**src/rtl/spi_led_ctrl_if.sv**
```systemverilog
// SPI pin bundle between the Pi header and the LED scheduler.
// The Pi side is the master; the scheduler is the slave.
interface spi_led_ctrl_if;
  logic spi_sclk;
  logic spi_cs_n;
  logic spi_mosi;
  logic spi_miso;

  modport master (
    output spi_sclk,
    output spi_cs_n,
    output spi_mosi,
    input  spi_miso
  );

  modport slave (
    input  spi_sclk,
    input  spi_cs_n,
    input  spi_mosi,
    output spi_miso
  );
endinterface

```
**src/rtl/spi_led_ctrl.sv**
```systemverilog
// SPI-commanded LED scheduler: off/on/blink/passthrough per LED.
// Define SPI_READBACK_EN to shift a status byte out on MISO.
module spi_led_ctrl #(
  parameter int NUM_LED  = 2,
  parameter int TICK_DIV = 25000
) (
  input  logic               clk,
  input  logic               rst_n,
  spi_led_ctrl_if.slave      spi,
  input  logic [NUM_LED-1:0] pass_in,
  output logic [NUM_LED-1:0] led,
  output logic               cmd_valid,
  output logic               cmd_err
);
  localparam int TW = $clog2(TICK_DIV + 1);
  localparam logic [TW-1:0] TMAX = TW'(TICK_DIV - 1);

  logic [2:0]         sclk_q, cs_q;
  logic [1:0]         mosi_q;
  logic [NUM_LED-1:0] pass_q1, pass_q2;

  // cs_q resets low so a frame cut by reset is never seen as started
  always_ff @(posedge clk or negedge rst_n) begin
    if (!rst_n) begin
      sclk_q  <= '0;
      cs_q    <= '0;
      mosi_q  <= '0;
      pass_q1 <= '0;
      pass_q2 <= '0;
    end else begin
      sclk_q  <= {sclk_q[1:0], spi.spi_sclk};
      cs_q    <= {cs_q[1:0], spi.spi_cs_n};
      mosi_q  <= {mosi_q[0], spi.spi_mosi};
      pass_q1 <= pass_in;
      pass_q2 <= pass_q1;
    end
  end

  logic sclk_rise, cs_fall, cs_rise;
  assign sclk_rise = sclk_q[1] & ~sclk_q[2];
  assign cs_fall   = ~cs_q[1] & cs_q[2];
  assign cs_rise   = cs_q[1] & ~cs_q[2];

  logic        active;
  logic [4:0]  bitcnt;
  logic [14:0] shreg;
  logic [1:0]  op;
  logic [3:0]  idx;
  logic [7:0]  data;
  logic        last, idx_ok, short_fr;
  logic        accept, reject;

  assign op       = shreg[14:13];
  assign idx      = shreg[10:7];
  assign data     = {shreg[6:0], mosi_q[1]};
  assign idx_ok   = {1'b0, idx} < 5'(NUM_LED);
  assign last     = sclk_rise & active & ~cs_rise
                  & (bitcnt == 5'd15);
  assign short_fr = cs_rise & active & (bitcnt != 5'd16);
  assign accept   = last & ((op == 2'd2)
                  | ((op != 2'd3) & idx_ok));
  assign reject   = short_fr | (last & ~accept);

  always_ff @(posedge clk or negedge rst_n) begin
    if (!rst_n) begin
      active    <= 1'b0;
      bitcnt    <= '0;
      shreg     <= '0;
      cmd_valid <= 1'b0;
      cmd_err   <= 1'b0;
    end else begin
      cmd_valid <= accept;
      cmd_err   <= reject;
      if (cs_fall) begin
        active <= 1'b1;
        bitcnt <= '0;
        shreg  <= '0;
      end else if (cs_rise) begin
        active <= 1'b0;
      end else if (sclk_rise && active && bitcnt != 5'd16) begin
        shreg  <= {shreg[13:0], mosi_q[1]};
        bitcnt <= bitcnt + 5'd1;
      end
    end
  end

  logic [TW-1:0] tcnt;
  logic          tick;
  assign tick = (tcnt == TMAX);

  always_ff @(posedge clk or negedge rst_n) begin
    if (!rst_n) tcnt <= '0;
    else        tcnt <= tick ? '0 : tcnt + TW'(1);
  end

  logic                    en;
  logic [NUM_LED-1:0][1:0] mode;
  logic [NUM_LED-1:0][7:0] half, cnt;
  logic [NUM_LED-1:0]      phase;
  logic                    wr_mode, wr_per, wr_en;

  assign wr_mode = accept & (op == 2'd0);
  assign wr_per  = accept & (op == 2'd1);
  assign wr_en   = accept & (op == 2'd2);

  // A command touching an LED's blink state beats a same-cycle tick
  always_ff @(posedge clk or negedge rst_n) begin
    if (!rst_n) begin
      en    <= 1'b1;
      mode  <= '0;
      half  <= {NUM_LED{8'd250}};
      cnt   <= '0;
      phase <= '0;
    end else begin
      if (wr_en) en <= data[0];
      for (int i = 0; i < NUM_LED; i++) begin
        if (wr_mode && idx == 4'(i)) mode[i] <= data[1:0];
        if (wr_per && idx == 4'(i))
          half[i] <= (data == 8'd0) ? 8'd1 : data;
        if ((wr_mode && idx == 4'(i) && data[1:0] == 2'd2)
            || (wr_per && idx == 4'(i))) begin
          cnt[i]   <= '0;
          phase[i] <= 1'b0;
        end else if (tick && mode[i] == 2'd2) begin
          if (cnt[i] == half[i] - 8'd1) begin
            cnt[i]   <= '0;
            phase[i] <= ~phase[i];
          end else begin
            cnt[i] <= cnt[i] + 8'd1;
          end
        end
      end
    end
  end

  always_ff @(posedge clk or negedge rst_n) begin
    if (!rst_n) begin
      led <= '0;
    end else begin
      for (int i = 0; i < NUM_LED; i++) begin
        unique case (mode[i])
          2'd0: led[i] <= 1'b0;
          2'd1: led[i] <= en;
          2'd2: led[i] <= en & phase[i];
          2'd3: led[i] <= en & pass_q2[i];
        endcase
      end
    end
  end

`ifdef SPI_READBACK_EN
  logic       sclk_fall;
  logic       err_sticky, miso_q;
  logic [5:0] acc_cnt;
  logic [6:0] txsr;

  assign sclk_fall    = ~sclk_q[1] & sclk_q[2];
  assign spi.spi_miso = miso_q;

  always_ff @(posedge clk or negedge rst_n) begin
    if (!rst_n) begin
      err_sticky <= 1'b0;
      acc_cnt    <= '0;
      miso_q     <= 1'b0;
      txsr       <= '0;
    end else begin
      if (cmd_err)
        err_sticky <= 1'b1;
      else if (sclk_rise && active && bitcnt == 5'd7)
        err_sticky <= 1'b0;
      if (cmd_valid) acc_cnt <= acc_cnt + 6'd1;
      if (cs_fall) begin
        {miso_q, txsr} <= {en, err_sticky, acc_cnt};
      end else if (cs_rise) begin
        miso_q <= 1'b0;
      end else if (sclk_fall && active) begin
        if (bitcnt < 5'd8) begin
          miso_q <= txsr[6];
          txsr   <= {txsr[5:0], 1'b0};
        end else begin
          miso_q <= 1'b0;
        end
      end
    end
  end
`else
  assign spi.spi_miso = 1'b0;
`endif
endmodule

```
**src/flat_wrapper.sv**
```systemverilog
// flat-port wrapper written by rule: the top's interface ports become plain ports
module spi_led_ctrl_flat 
#(
  parameter int NUM_LED  = 2,
  parameter int TICK_DIV = 25000
)
  (clk, rst_n, pass_in, led, cmd_valid, cmd_err, spi_spi_sclk, spi_spi_cs_n, spi_spi_mosi, spi_spi_miso);
  spi_led_ctrl_if spi_i ();
  input  logic clk;
  input  logic rst_n;
  input  logic [NUM_LED-1:0] pass_in;
  output logic [NUM_LED-1:0] led;
  output logic cmd_valid;
  output logic cmd_err;
  input wire logic [$bits(spi_i.spi_sclk)-1:0] spi_spi_sclk;
  input wire logic [$bits(spi_i.spi_cs_n)-1:0] spi_spi_cs_n;
  input wire logic [$bits(spi_i.spi_mosi)-1:0] spi_spi_mosi;
  output wire logic [$bits(spi_i.spi_miso)-1:0] spi_spi_miso;
  assign spi_i.spi_sclk = spi_spi_sclk;
  assign spi_i.spi_cs_n = spi_spi_cs_n;
  assign spi_i.spi_mosi = spi_spi_mosi;
  assign spi_spi_miso = spi_i.spi_miso;
  spi_led_ctrl #(.NUM_LED(NUM_LED), .TICK_DIV(TICK_DIV)) u_core (.clk(clk), .rst_n(rst_n), .spi(spi_i), .pass_in(pass_in), .led(led), .cmd_valid(cmd_valid), .cmd_err(cmd_err));
endmodule
```
**config.mk**
```make
export PLATFORM = sky130hd
export DESIGN_NAME = spi_led_ctrl_flat
export DESIGN_NICKNAME = d
export VERILOG_FILES = /design/src/rtl/spi_led_ctrl_if.sv /design/src/rtl/spi_led_ctrl.sv /design/src/flat_wrapper.sv
export SDC_FILE = /design/constraint.sdc
export NUM_CORES = 1
export LEC_CHECK = 0
export BUFFER_PORTS_ARGS = -buffer_cell sky130_fd_sc_hd__buf_2
export CAP_MARGIN = 20
export CORE_AREA = 2 2 90 92
export CTS_CLUSTER_DIAMETER = 40
export DETAILED_ROUTE_END_ITERATION = 10
export DIE_AREA = 0 0 92 94
export PLACE_DENSITY = 0.78
export RECOVER_POWER = 50
export SLEW_MARGIN = 0
export SYNTH_ARGS = -nofsm -noshare
export SYNTH_HDL_FRONTEND = slang
export SYNTH_SLANG_ARGS = --single-unit
```
**constraint.sdc**
```tcl
create_clock -name clk -period 2.9 [get_ports clk]
set_input_delay 0 -clock clk [delete_from_list [all_inputs] [get_ports clk]]
set_output_delay 0 -clock clk [all_outputs]
set_load 0.03 [all_outputs]
```
# Word-level counts from Yosys, hierarchy flattened

Index checks and enable logic that the tools add are counted.

Register bits: 91
Output and inout bits: 5
Logic and storage cells: 122

Add/subtract/negate cells: 6
Magnitude comparators: 1
Equal/unequal tests: 17
Multiplexer cells: 24
Bitwise logic cells: 27
Reductions and logical operators: 26

Operators by type and width:

| cell                                                                   | number |
|---|---|
| 15-bit two-way mux                                                     | 4 |
| 8-bit two-way mux                                                      | 7 |
| 1-bit bitwise AND                                                      | 18 |
| 8-bit by 1-bit adder with 8-bit output (second input constant)         | 2 |
| 8-bit equality test                                                    | 2 |
| 8-bit by 1-bit subtractor with 8-bit output (second input constant)    | 2 |
| 15-bit by 1-bit adder with 15-bit output (second input constant)       | 1 |
| 15-bit equality test (second input constant)                           | 1 |
| 5-bit two-way mux                                                      | 3 |
| 2-bit equality test (second input constant)                            | 6 |
| 2-bit nonzero test                                                     | 6 |
| 1-bit logical AND                                                      | 10 |
| 8-bit zero test                                                        | 1 |
| 1-bit two-way mux                                                      | 8 |
| 1-bit case mux with 4 select lines                                     | 2 |
| 1-bit inverter                                                         | 7 |
| 2-bit by 1-bit equality test with 1-bit output (second input constant) | 3 |
| 2-bit zero test                                                        | 3 |
| 2-bit AND reduction                                                    | 3 |
| 5-bit by 1-bit adder with 5-bit output (second input constant)         | 1 |
| 5-bit by 4-bit equality test with 1-bit output (second input constant) | 1 |
| 5-bit inequality test (second input constant)                          | 1 |
| 4-bit by 1-bit equality test with 1-bit output (second input constant) | 1 |
| 4-bit zero test                                                        | 1 |
| other kinds (5)                                                        | 7 |

# Depth between registers and ports, before layout

Word-level depth: 12
Depth in mapped cells: 10

# Worst setup path after synthesis

No wires, ideal clock.

Kind: flip-flop to flip-flop
From: register u_core.bitcnt[0]
To: register u_core.mode[0] (netlist bit)
Data arrival time: 2.195 ns
Path slack: 0.580 ns
Stages on the path, launching flop included: 9
Path buffers: 1
Clock period less this slack: 2.320 ns
Cells stage by stage: dfrtp_1 -> ha_1 -> and3_1 -> ha_1 -> nand4b_1 -> or2_2 -> clkbuf_1 -> nor4_1 -> mux2_2

Cells in the longest elaborated chain, start to end: 5

Ends and longest elaborated chain:

| item                                           | RTL line            | text |
|---|---|---|
| start, declared                                | spi_led_ctrl.sv:45  | `logic [4:0] bitcnt;` |
| start signal, assigned                         | spi_led_ctrl.sv:82  | `bitcnt <= bitcnt + 5'd1;` |
| 5-bit by 4-bit equality test with 1-bit output | spi_led_ctrl.sv:58  | `& (bitcnt == 5'd15);` |
| 1-bit bitwise AND                              | spi_led_ctrl.sv:58  |  |
| 1-bit bitwise AND                              | spi_led_ctrl.sv:60  | `assign accept = last & ((op == 2'd2)` |
| 1-bit bitwise AND                              | spi_led_ctrl.sv:102 | `assign wr_mode = accept & (op == 2'd0);` |
| 1-bit logical AND                              | spi_led_ctrl.sv:117 | `if (wr_mode && idx == 4'(i)) mode[i] <= data[1:0];` |
| end signal, assigned by index                  | spi_led_ctrl.sv:117 |  |
| end, declared                                  | spi_led_ctrl.sv:97  | `logic [NUM_LED-1:0][1:0] mode;` |

Every way passes these cells.
A chain may end at the register's enable or synchronous reset.

# Worst setup path in the final report

From: register u_core.bitcnt[0]
To: register u_core.cnt[14] (netlist bit)

Cells in the longest elaborated chain, start to end: 8
Elaborated cells between the ends (all ways): 11
Classes of those cells: 1 x eq/ne; 1 x mux; 4 x bitwise; 5 x reduce/logical

Ends and longest elaborated chain:

| item                                                    | RTL line            | text |
|---|---|---|
| 5-bit by 4-bit equality test with 1-bit output *        | spi_led_ctrl.sv:58  |  |
| 1-bit bitwise AND *                                     | spi_led_ctrl.sv:58  |  |
| 1-bit bitwise AND *                                     | spi_led_ctrl.sv:60  |  |
| 1-bit bitwise AND                                       | spi_led_ctrl.sv:102 |  |
| 1-bit logical AND (2 in a row)                          | spi_led_ctrl.sv:120 | `if ((wr_mode && idx == 4'(i) && data[1:0] == 2'd2)` |
| 1-bit logical OR *                                      | spi_led_ctrl.sv:121 | `\|\| (wr_per && idx == 4'(i))) begin` |
| 8-bit two-way mux or 2-bit nonzero test (tied branches) | n/a                 |  |
| end signal, assigned by index                           | spi_led_ctrl.sv:129 | `cnt[i] <= cnt[i] + 8'd1;` |
| end, declared                                           | spi_led_ctrl.sv:98  | `logic [NUM_LED-1:0][7:0] half, cnt;` |

Every way passes the cells marked *; elsewhere a longest branch is shown, timed or not.

==> reports/metrics.sh <==
CTS_RESIZED=0
MIN_PATH_CELLS=2
ENDPOINT_KIND='flip-flop'
PORT_BUFFERS=10
SYNTH-EDFF-COUNT=0
FINALNETCOUNT=473
STATIC_LEAKAGE_nW=2.166
FINAL_DESIGN_AREA_NO_FILL_MM2=0.004970
CRITPATHSLOWESTCELL='sky130_fd_sc_hd__dfrtp_1'
GRT_MAX_DEGREE=50
CRITPATHREQUIREDTIME_NS=3.18
WORSTPATHBUFFERINVERTERCOUNT=0
ANTENNADIODECOUNT=0
ROUTED_WIRE_LENGTH_PER_INSTANCE_UM=14.53
CRIT_CHAIN='ha_1 > and3_1 > ha_1 > nand4b_1 > nor3_4 > and3b_1 > o2111ai_1 > xor2_1 > a211oi_2'
POST_ROUTE_CELLS_DRIVE_ABOVE_1_SHARE_PCT=14.35
DR.FIRST_ITER.DRC_COUNT=147
SYNTHTOPCELLSBYAREA='sky130_fd_sc_hd__dfrtp_1 (43%), sky130_fd_sc_hd__dfstp_2 (7.4%), sky130_fd_sc_hd__xor2_1 (4.8%), sky130_fd_sc_hd__mux2_2 (4.4%), sky130_fd_sc_hd__o21ai_0 (3.6%)'
MULTI_INPUT_COMB_AREA_MM2=0.002136
CPMOSTUSEDCELL='sky130_fd_sc_hd__ha_1'
DESIGN.DIE.AREA_MM2=0.008648
SYNTH_FLOP_CELL='sky130_fd_sc_hd__dfrtp_1'
WORSTPATHMAXFANOUT=10
PWR_DENSITY_CELL_mW_PER_MM2=497.4
WORST_HOLD_SLACK_NS=0.2610
FIRST_PASS_ITERS=5
TYPE_OF_THE_TIGHTEST_MIN_DELAY_CHECK='in -> reg'
STD_CELL_ROWS=32
MIN_DELAY_WORST_ENDPOINT='u_core.cs_q[0]$_DFF_PN0_'
SYNTH.YOSYS.SEQ_AREA_SHARE_PCT=49.99
WORST_R2R_STARTPOINT='u_core.bitcnt[0]$_DFFE_PN0P_'
CRITICAL-PATH-MAX-STAGE-DELAY_NS=0.43
TOTAL_OF_MAX_CAP_VIOLATIONS=0
GPL.FINAL_WEIGHTED_CONGESTION=0.8231
WORSTHOLDSTART='spi_spi_cs_n'
RSZ0062_AT_GRT='false'
POST_SYNTH_MOST_FREQUENT_CELLS='sky130_fd_sc_hd__dfrtp_1 (78), sky130_fd_sc_hd__nand2_1 (41), sky130_fd_sc_hd__o21ai_0 (33)'
FINALWIRELENGTH_UM=8166
SYNTH.TOP_CELL.AREA_SHARE_PCT=42.54
REG2REG_TO='u_core.cnt[14]$_DFFE_PN0P_'
VIA_PER_INST=5.641
WORST_SETUP_PATH_STARTPOINT='u_core.bitcnt[0]$_DFFE_PN0P_'
FIN_WORST_SKEW_NS=0.01831
ASYNCSETRESETFLOPFRACSYNTH_PCT=100.0
DETAILEDPLACEMENTHPWL_UM=5768
CLKSINKCOUNT=91
FLOORPLAN.INITIALDENSITY_PCT=60.31
RUN_STATUS='completed'
GRT_OVERFLOW=0
REG2REG_SETUP_SLACK_NS=0.40
DIE_HEIGHT_UM=94
WORST-SETUP-PATH-TYPE='reg -> reg'
AVGSYNTHCELLAREA_UM2=10.29
YOSYS_WARNINGS=0
FP.DIEW_UM=92
CELLINTERNALPOWER_mW=1.866
WORST-ENDPOINT-ARRIVAL_NS=2.78
TRITONCTS='built'
SHARE_OF_THE_CLOCK_PERIOD_USED_BY_THE_WORST_PATH_AFTER_LAYOUT_PCT=86.12
FIRST_GLOBAL_VIAS=3007
MAX_CLOCK_FREQ_MHz=400.4
PLACEABLECOREAREA_MM2=0.007607
SHARE_CLK_OF_TOTAL_POWER_PCT=37.8
CLK_ROOT_BUFFER_CELL='sky130_fd_sc_hd__clkbuf_8'
SEQUENTIAL_FRACTION_OF_DESIGN_POWER_PCT=55.9
FILLERS=593
FLOORPLAN.IO_PINS=12
SWITCHING_POWER_mW=0.6055
DRC=0
WIRE_LENGTH_OF_THE_FIRST_GLOBAL_ROUTING_PASS_UM=14230
TIMING_HOLD_VIOLATIONS_FINAL=0
TIMING.CRITICAL_PATH.MAX_DELAY_FAMILY='simple AND/OR/NAND/NOR gates'
CLOCK_LATENCY_NS=0.37
POSTSYNTHCELLCOUNT=446
CRIT_PATH_START_KIND='flip-flop'
CELL_WITH_THE_MOST_INSTANCES_AFTER_SYNTHESIS='sky130_fd_sc_hd__dfrtp_1'
SYNTH_TOP_AREA_CELL='sky130_fd_sc_hd__dfrtp_1'
NUMCTSBUFFERS=9
NUMBER_OF_CELLS_TRAVERSED_BY_THE_WORST_REGISTER_TO_REGISTER_PATH=9
CTS_MAX_PATH_BUFFERS=2
PEAK_SUPPLY_DROP_V=0.0004230
AREA_GROWTH_SYN_TO_LAYOUT_PCT=8.318
MIN_PERIOD_NS=2.497
TOT_GR_TRACK_USE_PCT=20.90
FINAL_UTIL_PCT=65.33
CLK_PIN_SLEW_WORST_PATHS_NS=0.10
GRT_ANTENNA_BEFORE_REPAIR=0
SYNTHDISTINCTLIBCELLS=55
LOGIC_GATE_SHARE_OF_TOTAL_POWER_PCT=6.3
SEQUENTIAL_CELL_AREA_MM2=0.002293
FINAL-SETUP-VIOL-COUNT=0
ANTENNA_LEFT=0
CTSHTREEMAXLEVEL=3
PLACE_AREA_MM2=0.004703
FINAL_MAX_SLEW_VIOL_COUNT=0
FIN_TNS_SETUP_NS=0
TOTAL_VIAS_IN_THE_FINAL_ROUTE=3170
WORST_PIN_SLEW_NS=1.199
CRITICAL_PATH_DEPTH=9
POWER.SWITCHING_FRACTION_PCT=24.50
TIMING.SLEW.HEADROOM_PCT=20.04
CTS_POST_SETUP_BUFFERS_INSERTED=0
QUANTITY_OF_HOLD_FIXING_BUFFERS_ADDED_AFTER_CTS=6
SYNTH_SEQ_CELLS=91
MAPPEDNETLISTAREA_MM2=0.004588
MAPPEDNETLISTNETS=464
## routing by layer
metal,vias up,part of all wire (%),global-route usage [%]
met5,-,0,0
met4,0,1.4,7.463
met3,11,3.6,4.976
met2,53,48,32.97
met1,1541,47,28.55
li1,1565,-,-
## placed cells by master (no fill, tap or decap), types with 5 or more instances in the layout
cell type	count
sky130_fd_sc_hd__o21ai_0	33
sky130_fd_sc_hd__xnor2_1	18
sky130_fd_sc_hd__dfstp_2	13
sky130_fd_sc_hd__xor2_1	25
sky130_fd_sc_hd__a21oi_1	9
sky130_fd_sc_hd__o31ai_1	7
sky130_fd_sc_hd__nor3_1	11
sky130_fd_sc_hd__nand3_1	12
sky130_fd_sc_hd__nand4_1	6
sky130_fd_sc_hd__nand2_1	41
sky130_fd_sc_hd__nor2_1	24
sky130_fd_sc_hd__nor2b_1	6
sky130_fd_sc_hd__clkbuf_1	6
sky130_fd_sc_hd__and3_1	6
sky130_fd_sc_hd__clkbuf_8	9
sky130_fd_sc_hd__mux2_2	18
sky130_fd_sc_hd__a211oi_1	7
sky130_fd_sc_hd__dlygate4sd3_1	6
sky130_fd_sc_hd__nor4_1	5
sky130_fd_sc_hd__dfrtp_1	78
sky130_fd_sc_hd__ha_1	11
sky130_fd_sc_hd__inv_1	17
sky130_fd_sc_hd__buf_2	5
sky130_fd_sc_hd__nand2b_1	20
## flip-flops by register name, indices dropped and copies added (netlist names)
name and flops:
u_core.led 2, u_core.cmd_valid 1, u_core.mosi_q 2, u_core.en 1
u_core.phase 2, u_core.shreg 15, u_core.mode 4, u_core.cmd_err 1
u_core.cs_q 3, u_core.active 1, u_core.half 16, u_core.tcnt 15
u_core.pass_q1 2, u_core.pass_q2 2, u_core.cnt 16, u_core.bitcnt 5
u_core.sclk_q 3
## logic make-up after synthesis
family	count (synthesis)	synth area share, %
other	1	0.08173
muxes	20	4.854
and+or+nand+nor	164	19.72
xor gates and xnor gates	43	8.208
DFF	91	49.99
AOI/OAI and AO/OA	77	10.69
adders and majority gates	11	3.000
buffers and inverters	39	3.463
## stage by stage
| stage | cells | power, mW | setup slack [ns] |
|---|---|---|---|
| global route | 562 | 2.574 | 0.1877 |
| finish | 562 | 2.472 | 0.4025 |
| detailed placement | 540 | 1.556 | 0.4292 |
| CTS | 562 | 2.489 | 0.3768 |
| floorplan | 446 | 1.488 | 0.5801 |
| global placement | 540 | 1.545 | 0.5308 |
## power groups by stage
stage,registers [mW],logic [mW],clock network (mW)
global placement,1.40,0.145,0
detailed placement,1.40,0.152,0
global route,1.39,0.179,1.01
floorplan,1.38,0.105,0
finish,1.38,0.155,0.935
CTS,1.38,0.159,0.950
## worst register-to-register path, cell delays in order, from the launching register on
cell,delay [ns]
sky130_fd_sc_hd__dfrtp_1,0.43
sky130_fd_sc_hd__ha_1,0.20
sky130_fd_sc_hd__and3_1,0.17
sky130_fd_sc_hd__ha_1,0.15
sky130_fd_sc_hd__nand4b_1,0.18
sky130_fd_sc_hd__nor3_4,0.28
sky130_fd_sc_hd__and3b_1,0.43
sky130_fd_sc_hd__o2111ai_1,0.20
sky130_fd_sc_hd__xor2_1,0.18
sky130_fd_sc_hd__a211oi_2,0.19
## how the worst max path moves through the flow
stage / slack, ns / endpoint
final: 0.40 / u_core.cnt[14]$_DFFE_PN0P_
after CTS: 0.38 / u_core.cnt[14]$_DFFE_PN0P_
after global routing: 0.19 / u_core.cnt[13]$_DFFE_PN0P_
after global placement: 0.53 / u_core.cnt[14]$_DFFE_PN0P_
after floorplan: 0.58 / u_core.mode[0]$_DFFE_PN0P_
after detailed placement: 0.43 / u_core.cnt[14]$_DFFE_PN0P_
## layout make-up
class / instances / area share, %
inverters: 17 / 1.284
well taps: 102 / 2.568
clock inverters: 7 / 1.964
clock buffers: 9 / 2.492
repair buffers: 20 / 2.568
flip-flops and latches: 91 / 46.15
multi-input cells: 316 / 42.98
No activity file was read; power rests on OpenSTA's default activity.
